--- config.mk ---
export PLATFORM = sky130hd
export DESIGN_NAME = pc_sequencer
export DESIGN_NICKNAME = d
export VERILOG_FILES = /design/src/rtl/pc_sequencer_pkg.sv /design/src/rtl/return_stack.sv /design/src/rtl/pc_sequencer.sv
export SDC_FILE = /design/constraint.sdc
export NUM_CORES = 1
export LEC_CHECK = 0
export CORE_MARGIN = 3
export CORE_UTILIZATION = 35
export DETAILED_ROUTE_END_ITERATION = 10
export PLACE_DENSITY = 0.58
export SKIP_LAST_GASP = 1
export SLEW_MARGIN = 5
export SYNTH_ARGS = -nofsm -noshare
export SYNTH_HDL_FRONTEND = slang
export SYNTH_SLANG_ARGS = --single-unit
--- constraint.sdc ---
create_clock -name clk -period 2.6 [get_ports clk]
set_input_delay 0.39 -clock clk [delete_from_list [all_inputs] [get_ports clk]]
set_output_delay 0.39 -clock clk [all_outputs]
set_load 0.05 [all_outputs]
--- src/rtl/pc_sequencer_pkg.sv ---
// Shared definitions for the fetch-head PC sequencer: next-PC source encoding
// and default vectors.
package pc_sequencer_pkg;

  typedef enum logic [2:0] {
    SEL_EXC  = 3'd0,
    SEL_HOLD = 3'd1,
    SEL_JR   = 3'd2,
    SEL_RET  = 3'd3,
    SEL_BR   = 3'd4,
    SEL_J    = 3'd5,
    SEL_SEQ  = 3'd6
  } pc_sel_e;

  localparam logic [31:0] DEF_RESET_VECTOR = 32'h0000_0000;
  localparam logic [31:0] DEF_EXC_VECTOR   = 32'h0000_0080;

endpackage

--- src/rtl/return_stack.sv ---
// Circular return-address stack with top pointer, saturating count and sticky
// overflow/underflow flags. A push into a full stack overwrites the oldest entry.
module return_stack #(
  parameter int WIDTH = 32,
  parameter int DEPTH = 4
) (
  input  logic             clk,
  input  logic             reset_n,
  input  logic             push,
  input  logic             pop,
  input  logic             clear,
  input  logic [WIDTH-1:0] pushData,
  output logic [WIDTH-1:0] top,
  output logic             empty,
  output logic             overflow,
  output logic             underflow
);

  localparam int PW = $clog2(DEPTH);
  localparam int CW = $clog2(DEPTH + 1);

  logic [WIDTH-1:0] mem [DEPTH];
  logic [PW-1:0]    ptr;
  logic [PW-1:0]    ptr_up;
  logic [PW-1:0]    ptr_dn;
  logic [CW-1:0]    count;
  logic             full;
  logic             do_push;
  logic             do_pop;

  assign ptr_up  = ptr + PW'(1);
  assign ptr_dn  = ptr - PW'(1);
  assign full    = (count == CW'(DEPTH));
  assign empty   = (count == '0);
  assign do_push = push & ~clear;
  assign do_pop  = pop & ~clear & ~empty;
  assign top     = mem[ptr];

  // ptr always addresses the most recent entry; a push writes one slot above it
  always_ff @(posedge clk or negedge reset_n) begin
    if (!reset_n) begin
      ptr       <= '0;
      count     <= '0;
      overflow  <= 1'b0;
      underflow <= 1'b0;
    end else begin
      if (clear) begin
        ptr   <= '0;
        count <= '0;
      end else if (do_push) begin
        ptr <= ptr_up;
        if (!full) count <= count + CW'(1);
      end else if (do_pop) begin
        ptr   <= ptr_dn;
        count <= count - CW'(1);
      end
      if (do_push && full)          overflow  <= 1'b1;
      if (pop && !clear && empty)   underflow <= 1'b1;
    end
  end

  always_ff @(posedge clk) begin
    if (do_push) mem[ptr_up] <= pushData;
  end

endmodule

--- src/rtl/pc_sequencer.sv ---
// Program counter and next-fetch-address selection with a return-address stack
// for call/return. Drives the instruction memory address and IF/ID register.
module pc_sequencer
  import pc_sequencer_pkg::*;
#(
  parameter int               WIDTH        = 32,
  parameter logic [WIDTH-1:0] RESET_VECTOR = WIDTH'(DEF_RESET_VECTOR),
  parameter logic [WIDTH-1:0] EXC_VECTOR   = WIDTH'(DEF_EXC_VECTOR),
  parameter int               INC          = 4,
  parameter int               RAS_DEPTH    = 4
) (
  input  logic             clk,
  input  logic             reset_n,
  input  logic             stall,
  input  logic             exception,
  input  logic             jumpReg,
  input  logic [WIDTH-1:0] jumpRegAddress,
  input  logic             ret,
  input  logic             branch,
  input  logic [WIDTH-1:0] branchAddress,
  input  logic             jump,
  input  logic [WIDTH-1:0] jumpAddress,
  input  logic             call,
  output logic [WIDTH-1:0] PC,
  output logic [WIDTH-1:0] nextPC,
  output logic             rasEmpty,
  output logic             rasOverflow,
  output logic             rasUnderflow
);

  pc_sel_e          sel;
  logic [WIDTH-1:0] pc_inc;
  logic [WIDTH-1:0] ras_top;
  logic             ras_push;
  logic             ras_pop;

  assign pc_inc = PC + WIDTH'(INC);

  always_comb begin
    sel = SEL_SEQ;
    if (exception)    sel = SEL_EXC;
    else if (stall)   sel = SEL_HOLD;
    else if (jumpReg) sel = SEL_JR;
    else if (ret)     sel = SEL_RET;
    else if (branch)  sel = SEL_BR;
    else if (jump)    sel = SEL_J;
  end

  // A return with nothing on the stack falls through to the sequential address
  always_comb begin
    nextPC = pc_inc;
    case (sel)
      SEL_EXC:  nextPC = EXC_VECTOR;
      SEL_HOLD: nextPC = PC;
      SEL_JR:   nextPC = jumpRegAddress;
      SEL_RET:  nextPC = rasEmpty ? pc_inc : ras_top;
      SEL_BR:   nextPC = branchAddress;
      SEL_J:    nextPC = jumpAddress;
      default:  nextPC = pc_inc;
    endcase
  end

  assign ras_push = call & ((sel == SEL_JR) | (sel == SEL_J));
  assign ras_pop  = (sel == SEL_RET);

  always_ff @(posedge clk or negedge reset_n) begin
    if (!reset_n) PC <= RESET_VECTOR;
    else          PC <= nextPC;
  end

  return_stack #(
    .WIDTH (WIDTH),
    .DEPTH (RAS_DEPTH)
  ) u_ras (
    .clk       (clk),
    .reset_n   (reset_n),
    .push      (ras_push),
    .pop       (ras_pop),
    .clear     (exception),
    .pushData  (pc_inc),
    .top       (ras_top),
    .empty     (rasEmpty),
    .overflow  (rasOverflow),
    .underflow (rasUnderflow)
  );

endmodule
Word level (Yosys, flattened, before mapping). Memories as Yosys holds them, arrays and structs flattened. Cells that the tools add are included. W data, S select, Z words.

Add/subtract/negate cells: 5. Equal/unequal tests: 7. Muxes and demuxes: 17. Bitwise gates (word level): 7. Reduce and logical (&&, ||, !) cells: 8.

Operator list (number): $pmux W32 S6 (1); $add A32 B3 Y32 const B (1); $mux W32 (1); $mux W3 (8); $mux W2 (5); $eq A3 B3 Y1 const B (3); $eq A3 B2 Y1 const B (2); $logic_not A3 Y1 (2); $and A1 B1 Y1 (4); $add A3 B1 Y3 const B (1); $eq A3 B1 Y1 const B (1); $logic_and A1 B1 Y1 (3); $ne A3 B3 Y1 const B (1); $reduce_bool A3 Y1 (1); $sub A3 B1 Y3 const B (1); $add A2 B1 Y2 const B (1); $mux W1 (2); $not A1 Y1 (2); $reduce_and A2 Y1 (1); $sub A2 B1 Y2 const B (1); $logic_not A1 Y1 (1); $or A1 B1 Y1 (1).

Bits in registers: 39. Bits in writable memories: 128. Bits of input ports: 105. Output and inout port bits: 67. Word-level logic and storage cells: 50. Memories: 1.

Memory list: u_ras.mem (depth 4, width 32, read ports 1, clocked after Yosys merged registers in 0, write ports 1, line return_stack.sv:22) `logic [WIDTH-1:0] mem [DEPTH];`.

Longest topological paths before layout. Gate-level depths: netlist of the first run.

Depth in word-level cells: 12. Depth in mapped cells: 10.

Cells and area by module. Synthesis of the first run repeated with hierarchy kept, for this count alone.

Cells, all modules: 580. Area total of the unflattened synthesis: 8116.5 um2.

Modules (own cells, without submodules): return_stack (instances 1, cells an instance 217, area each 5132.4 um2, sequential area each 4018.9 um2); pc_sequencer (instances 1, cells an instance 363, area each 2984.1 um2, sequential area each 800.8 um2).

Worst setup path after synthesis of the first run. No wires, ideal clock.

Path type: reg2out. Start: register u_ras.ptr[0]. End: output nextPC[0]. Data arrival time: 2.530 ns. Data required time: 2.210 ns. Path slack: -0.320 ns. Cell stages (with the launch flop): 6. Cell sequence: dfrtp_1 clkbuf_1 buf_2 mux4_2 a221oi_1 o31ai_1.

Longest elaborated chain between the ends: 3.

RTL lines: from (decl) (line return_stack.sv:23) `logic [PW-1:0] ptr;`; from (signal assigned) (line return_stack.sv:51) `ptr <= ptr_up;`; from (signal assigned) (line return_stack.sv:54) `ptr <= ptr_dn;`; $mem_v2 Z4 W32; $mux W32 (line pc_sequencer.sv:56) `SEL_RET: nextPC = rasEmpty ? pc_inc : ras_top;`; $pmux W32 S6 (line pc_sequencer.sv:52) `case (sel)`; to (decl) (line pc_sequencer.sv:25) `output logic [WIDTH-1:0] nextPC,`.

Every way passes these cells.

Worst setup path in the final report of the first run.
Start: register PC[8]. End: output nextPC[31].

Longest elaborated chain between the ends: 3.

RTL lines: from (decl) (line pc_sequencer.sv:24) `output logic [WIDTH-1:0] PC,`; from (signal assigned) (line pc_sequencer.sv:68) `else PC <= nextPC;`; $add A32 B3 Y32 * (line pc_sequencer.sv:37) `assign pc_inc = PC + WIDTH'(INC);`; via pc_inc[31] (line pc_sequencer.sv:32) `logic [WIDTH-1:0] pc_inc;`; $mux W32 (line pc_sequencer.sv:56); $pmux W32 S6 * (line pc_sequencer.sv:52).

Mark *: on every way through the listed nets, which the timed path passes. The rest lies on a longest branch.

==> impl_metrics.csv, run 1 <==
group,metric,value,unit
setup_path,cp-start-kind,"flop",
die,io_pins,172,
synthesis,yosys_register_bits,167,
timing,slew_headroom,59.8,%
clock_tree,cts_tree,"built",
clock_tree,root_buffer,"clkbuf_16",
place,dpl.hpwl,19.0,mm
die,start_util,36.2,%
worst_hold_path,min_path_type,"primary input to async pin",
routing,dr_wl_met3,1.51,mm
timing,fin_worst_skew,0.0104,ns
synthesis,yosysSeqAreaShare,62.4,%
routing,wl_met2,13.1,mm
routing,ant_nets,0,
timing,finalSetupViolations,31,
synthesis,ys_types,47,
synthesis,synth_top_flop_cell,"edfxtp_1",
routing,wl,26.6,mm
pwr,ir_drop,0.431,mV
clock_tree,clk_latency,0.44,ns
setup_path,cp-end-kind,"primary output",
synthesis,synth_area_per_cell,14.9,um2
layout,insertedDiodeCount,0,
synthesis,synthCells,519,
clock_tree,clock_path_buffers,2,
global_route,grt.total_usage,21.7,%
clock_tree,numCtsBuffers,17,
synthesis,ys_warn_count,0,
setup_path,arrival,2.55,ns
global_route,grt_max_degree,31,
die,dieWidth,155,um
pwr,fin_total_pwr,0.00668,W
routing,drt-pass1-iter-count,5,
global_route,overflow,0,
pwr,p_leak,4.54,nW
die,chipHeight,155,um
die,design.die.area,23900,um2
clock_tree,cts.sinks,167,
synthesis,synth-edff-count,128,
synthesis,synth_nets,630,
run_status,status,"finished with violations",
clock_tree,clk_pin_slew,0.07,ns
global_route,grt_antenna_before_repair,0,
timing,finalSetupTns,-7.07,ns
layout,drive_gt1_share,38.6,%
die,num_rows,53,
global_route,grt_first_pass_wirelength,39.0,mm
place,portBuffers,171,
timing,hold_viol,0,
routing,drt_drc_violations_left,0,
timing,fin_crit_sh,113,%
place,gp_congestion,1.00,
routing,drtIter0Drc,567,
place,placed_area,10800,um2
run,maxCapViolations,0,
run_status,failed_checks,"setup timing",
layout,fin_area,12100,um2
setup_path,critPathMaxFanout,4,
timing,period_needed,2.94,ns
die,core_area,21400,um2
layout,utilization,56.6,%
layout,finalNetCount,914,
setup_path,r2r_cells,10,
timing,setup_slack,-0.340,ns
synthesis,synth_area,7720,um2
timing,grt_setup_unrepaired,"true",
timing,worst_pin_slew,0.602,ns
pwr,power_density,552,nW/um2
setup_path,worstPathRequired,2.21,ns
routing,drt-vias-per-instance,5.68,
routing,routedWlPerCell,24.3,um
layout,layout_common_cells,"clkdlybuf4s50_1 (133), edfxtp_1 (128), buf_4 (109)",
synthesis,synthArstFlopShare,23.4,%
global_route,grt_pass1_vias,6292,
routing,wl_met1,11.2,mm
clock_tree,cts_max_level,4,
timing,maxSlewViolCount,0,
timing,max_freq,340,MHz
routing,vias,6197,
routing,topRoutingLayerUsed,"met4",
layout,area_delta_synth_final,56.6,%
layout,mostFrequentLayoutCell,"clkdlybuf4s50_1",
setup_path,crit_type,"flop to primary output",
-- cell families (layout without fill, tap and decap cells) --
logic type                 Yosys count  in the layout  share of synthesized area, %
muxes                               35             35                          9.76
xor gates and xnor gates            29             29                          3.29
DFF                                167            167                          62.4
and+or+nand+nor                    128            128                          8.56
adders and majority gates            6              6                          1.07
buffers and inverters               44            341                          2.56
AOI/OAI and AO/OA                  110            110                          12.3
-- registers in the layout (all words and copies together) (netlist names) --
name             cells
PC                  32
u_ras.count          3
u_ras.underflow      1
u_ras.ptr            2
u_ras.mem          128
u_ras.overflow       1
-- cell usage after synthesis, types with 7 or more instances --
library cell | instances | area share [%]
xor2_1 | 9 | 1.0
nand2_1 | 23 | 1.1
mux4_2 | 32 | 9.3
edfxtp_1 | 128 | 50
a221o_1 | 51 | 6.6
and2_1 | 7 | 0.57
buf_2 | 11 | 0.71
dfrtp_1 | 39 | 13
inv_1 | 7 | 0.34
clkbuf_1 | 19 | 0.92
nand3_1 | 18 | 1.2
nand4_1 | 11 | 0.89
a22oi_1 | 32 | 3.1
xnor2_1 | 20 | 2.3
nor2_1 | 38 | 1.8
-- stage by stage --
step	hold slack [ns]	instances	setup WS (ns)
2_1_floorplan	0.0944	519	0.0186
3_3_place_gp	0.381	1023	-0.444
3_5_place_dp	0.387	1023	-0.428
4_1_cts	0.470	1077	-0.366
5_1_grt	0.494	1091	-0.361
6_report	0.457	1091	-0.340
-- critical path, stage by stage (launching register included) --
cell and delay (ns):
dfrtp_2 0.47, nand3_4 0.14, nor4_4 0.42, nand4_1 0.31, xnor2_2 0.23, a221o_2 0.38, buf_12 0.16
-- path summary, 6_finish.rpt --
| kind | from | endpoint | slack, ns |
|---|---|---|---|
| max in group asynchronous | reset_n | u_ras.ptr[0] | 1.51 |
| hold reg to reg | u_ras.underflow | u_ras.underflow | 0.47 |
| min in group clk | u_ras.underflow | u_ras.underflow | 0.47 |
| setup / recovery | PC[8] | nextPC[31] | -0.34 |
| setup reg to reg | u_ras.ptr[0] | PC[2] | 0.31 |
| hold / removal | reset_n | PC[16] | 0.46 |
-- report_power, final --
part / switching, W / internal [W] / total (W)
sequential: 0.0000600 / 0.00295 / 0.00301
combinational: 0.000692 / 0.000629 / 0.00132
clock: 0.00110 / 0.00125 / 0.00235
total: 0.00185 / 0.00483 / 0.00668
-- final cells by class --
cell class	instances	area, um2
well taps	275	344
clock buffers	18	429
inverters	7	26.3
fillers	1698	9260
flip-flops and latches	167	4830
repair buffers	302	3210
clock inverters	14	119
multi-input cells	308	3140
-- what timing repair did --
item	in CTS	in global routing
setup buffers	19	14
hold buffers	1	0
endpoints found under the hold margin	15	0
pin swaps	26	22
gates cloned	2	1
resized for setup	56	26
endpoints found under the setup margin	32	33
-- routing by layer --
metal  global-route usage (%)  vias up
met5                        0        -
met4                     7.40        0
met3                     4.70       50
met2                     35.1      246
met1                     29.3     3212
li1                         -     2689
(Power assumes the default switching activity.)
==> run 2: changes to the inputs <==
Settings changed: CORE_MARGIN 3 to 1.5.
==> run 2 against run 1 <==
The run still ends with setup timing left. Count of clock-buffer cells in the layout rose by 2. Core utilization down 0.58 points. Critical path depth rose by 1. Combinational power hardly changed. Via count fell by 0.84%. Critical endpoint is now nextPC[28]. Largest cell class unchanged.
==> impl_metrics.csv, run 2 (same netlist as run 1, synthesis figures left out) <==
group,metric,value,unit
layout,mostFrequentLayoutCell,"clkdlybuf4s50_1",
global_route,grt_max_degree,40,
worst_hold_path,min_path_type,"primary input to async pin",
routing,wl,26.4,mm
timing,max_freq,329,MHz
setup_path,critPathMaxFanout,3,
pwr,ir_drop,0.322,mV
timing,setup_slack,-0.439,ns
routing,vias,6145,
timing,slew_headroom,57.2,%
global_route,grt_antenna_before_repair,1,
setup_path,reg2reg_slack,0.29,ns
setup_path,reg2reg_from,"PC[21]",
clock_tree,numCtsBuffers,17,
global_route,overflow,0,
clock_tree,cts_tree,"built",
pwr,p_leak,4.60,nW
setup_path,cp-startpoint,"PC[21]",
place,portBuffers,171,
routing,routedWlPerCell,24.1,um
global_route,grt_pass1_vias,6254,
layout,largest-register,"u_ras.mem",
setup_path,cp-start-kind,"flop",
die,io_pins,172,
routing,ant_nets,0,
setup_path,worstPathRequired,2.21,ns
timing,maxSlewViolCount,0,
timing,fin_worst_skew,0.0138,ns
routing,drt-vias-per-instance,5.61,
timing,grt_setup_unrepaired,"true",
timing,hold_viol,0,
setup_path,setup.worst_path.end,"nextPC[28]",
die,start_util,35.5,%
setup_path,crit_type,"flop to primary output",
layout,drive_gt1_share,38.2,%
clock_tree,hold_buffers,0,
setup_path,arrival,2.65,ns
routing,drtIter0Drc,483,
timing,finalSetupViolations,31,
routing,drt_drc_violations_left,0,
die,chipHeight,152,um
timing,worst_pin_slew,0.642,ns
run,maxCapViolations,0,
setup_path,r2r-end,"PC[27]",
die,num_rows,54,
clock_tree,clk_pin_slew,0.06,ns
die,design.die.area,23000,um2
setup_path,r2r_cells,8,
pwr,fin_total_pwr,0.00677,W
place,dpl.hpwl,17.8,mm
global_route,grt_first_pass_wirelength,38.5,mm
die,dieWidth,152,um
layout,area_delta_synth_final,57.9,%
clock_tree,clock_path_buffers,2,
clock_tree,root_buffer,"clkbuf_16",
timing,period_needed,3.04,ns
setup_path,cp-end-kind,"primary output",
clock_tree,clk_latency,0.42,ns
layout,utilization,56.1,%
pwr,power_density,555,nW/um2
layout,layout_common_cells,"clkdlybuf4s50_1 (134), edfxtp_1 (128), buf_4 (102)",
place,gp_congestion,0.885,
die,core_area,21800,um2
timing,fin_crit_sh,117,%
layout,finalNetCount,913,
run_status,failed_checks,"setup timing",
global_route,grt.total_usage,23.5,%
layout,largest_register_ffs,128,
clock_tree,cts_max_level,4,
run_status,status,"finished with violations",
clock_tree,cts.sinks,167,
layout,largestRegisters,"u_ras.mem: 128 flops, PC: 32 flops, u_ras.count: 3 flops",
routing,drt-pass1-iter-count,5,
## run 2: changes by cell type in the layout (fill, tap and decap cells not counted), sizes merged, moves of 2 or more
cell / change
bufinv: +2
clkbuf: +3
clkdlybuf4s15: -2
inv: -5
## run 2: layout make-up
cell class / instances / area [um2]
Inverter: 7 / 26.3
Clock buffer: 20 / 437
Sequential cell: 167 / 4840
Antenna cell: 1 / 2.50
Multi-Input combinational cell: 308 / 3080
Clock inverter: 12 / 128
Timing Repair Buffer: 301 / 3330
Tap cell: 280 / 350
Fill cell: 1732 / 9560
## run 2: worst max-delay path: stages (launching register included)
cell and delay (ns):
dfrtp_2 0.43, nand4_1 0.23, or2_1 0.38, nor4_2 0.36
buf_4 0.17, xor2_1 0.08, a221o_2 0.41, buf_12 0.16
## run 2: what timing repair did
item | CTS | global route
gates resized for setup | 59 | 33
setup endpoints to repair | 32 | 32
cloned | 5 | 0
pin swaps | 21 | 32
setup buffers | 18 | 16
## run 2: how the worst min path moves through the flow
| stage | end | cells after the start | from |
|---|---|---|---|
| 6_report | u_ras.underflow | 2 | reset_n |
| 2_1_floorplan | PC[0] | 0 | reset_n |
| 5_1_grt | u_ras.underflow | 2 | reset_n |
| 3_5_place_dp | u_ras.underflow | 1 | u_ras.underflow |
| 3_3_place_gp | u_ras.underflow | 1 | u_ras.underflow |
| 4_1_cts | u_ras.underflow | 2 | reset_n |
## run 2: metal layers
metal | global-route usage [%] | share of wire, % | wire length [um]
met5 | 0 | 0 | 0
met4 | 9.09 | 2.8 | 745
met3 | 3.98 | 6.4 | 1690
met2 | 37.7 | 49 | 13000
met1 | 32.2 | 42 | 11000
## run 2: through the flow
step | hold slack (ns) | setup TNS (ns) | std cells | worst slack [ns] | cell area [um2]
2_1_floorplan | 0.0944 | 0 | 519 | 0.0186 | 7790
3_3_place_gp | 0.449 | -7.06 | 1027 | -0.264 | 10900
3_5_place_dp | 0.459 | -8.33 | 1027 | -0.317 | 10900
4_1_cts | 0.0832 | -7.02 | 1082 | -0.329 | 12000
5_1_grt | 0.103 | -8.78 | 1096 | -0.468 | 12200
6_report | 0.0783 | -6.47 | 1096 | -0.439 | 12200
## run 2: power breakdown
part           leakage [nW]  internal (W)  switching, W
registers              1.69       0.00295     0.0000631
clock network         0.268       0.00141       0.00101
logic                  2.64      0.000645      0.000684
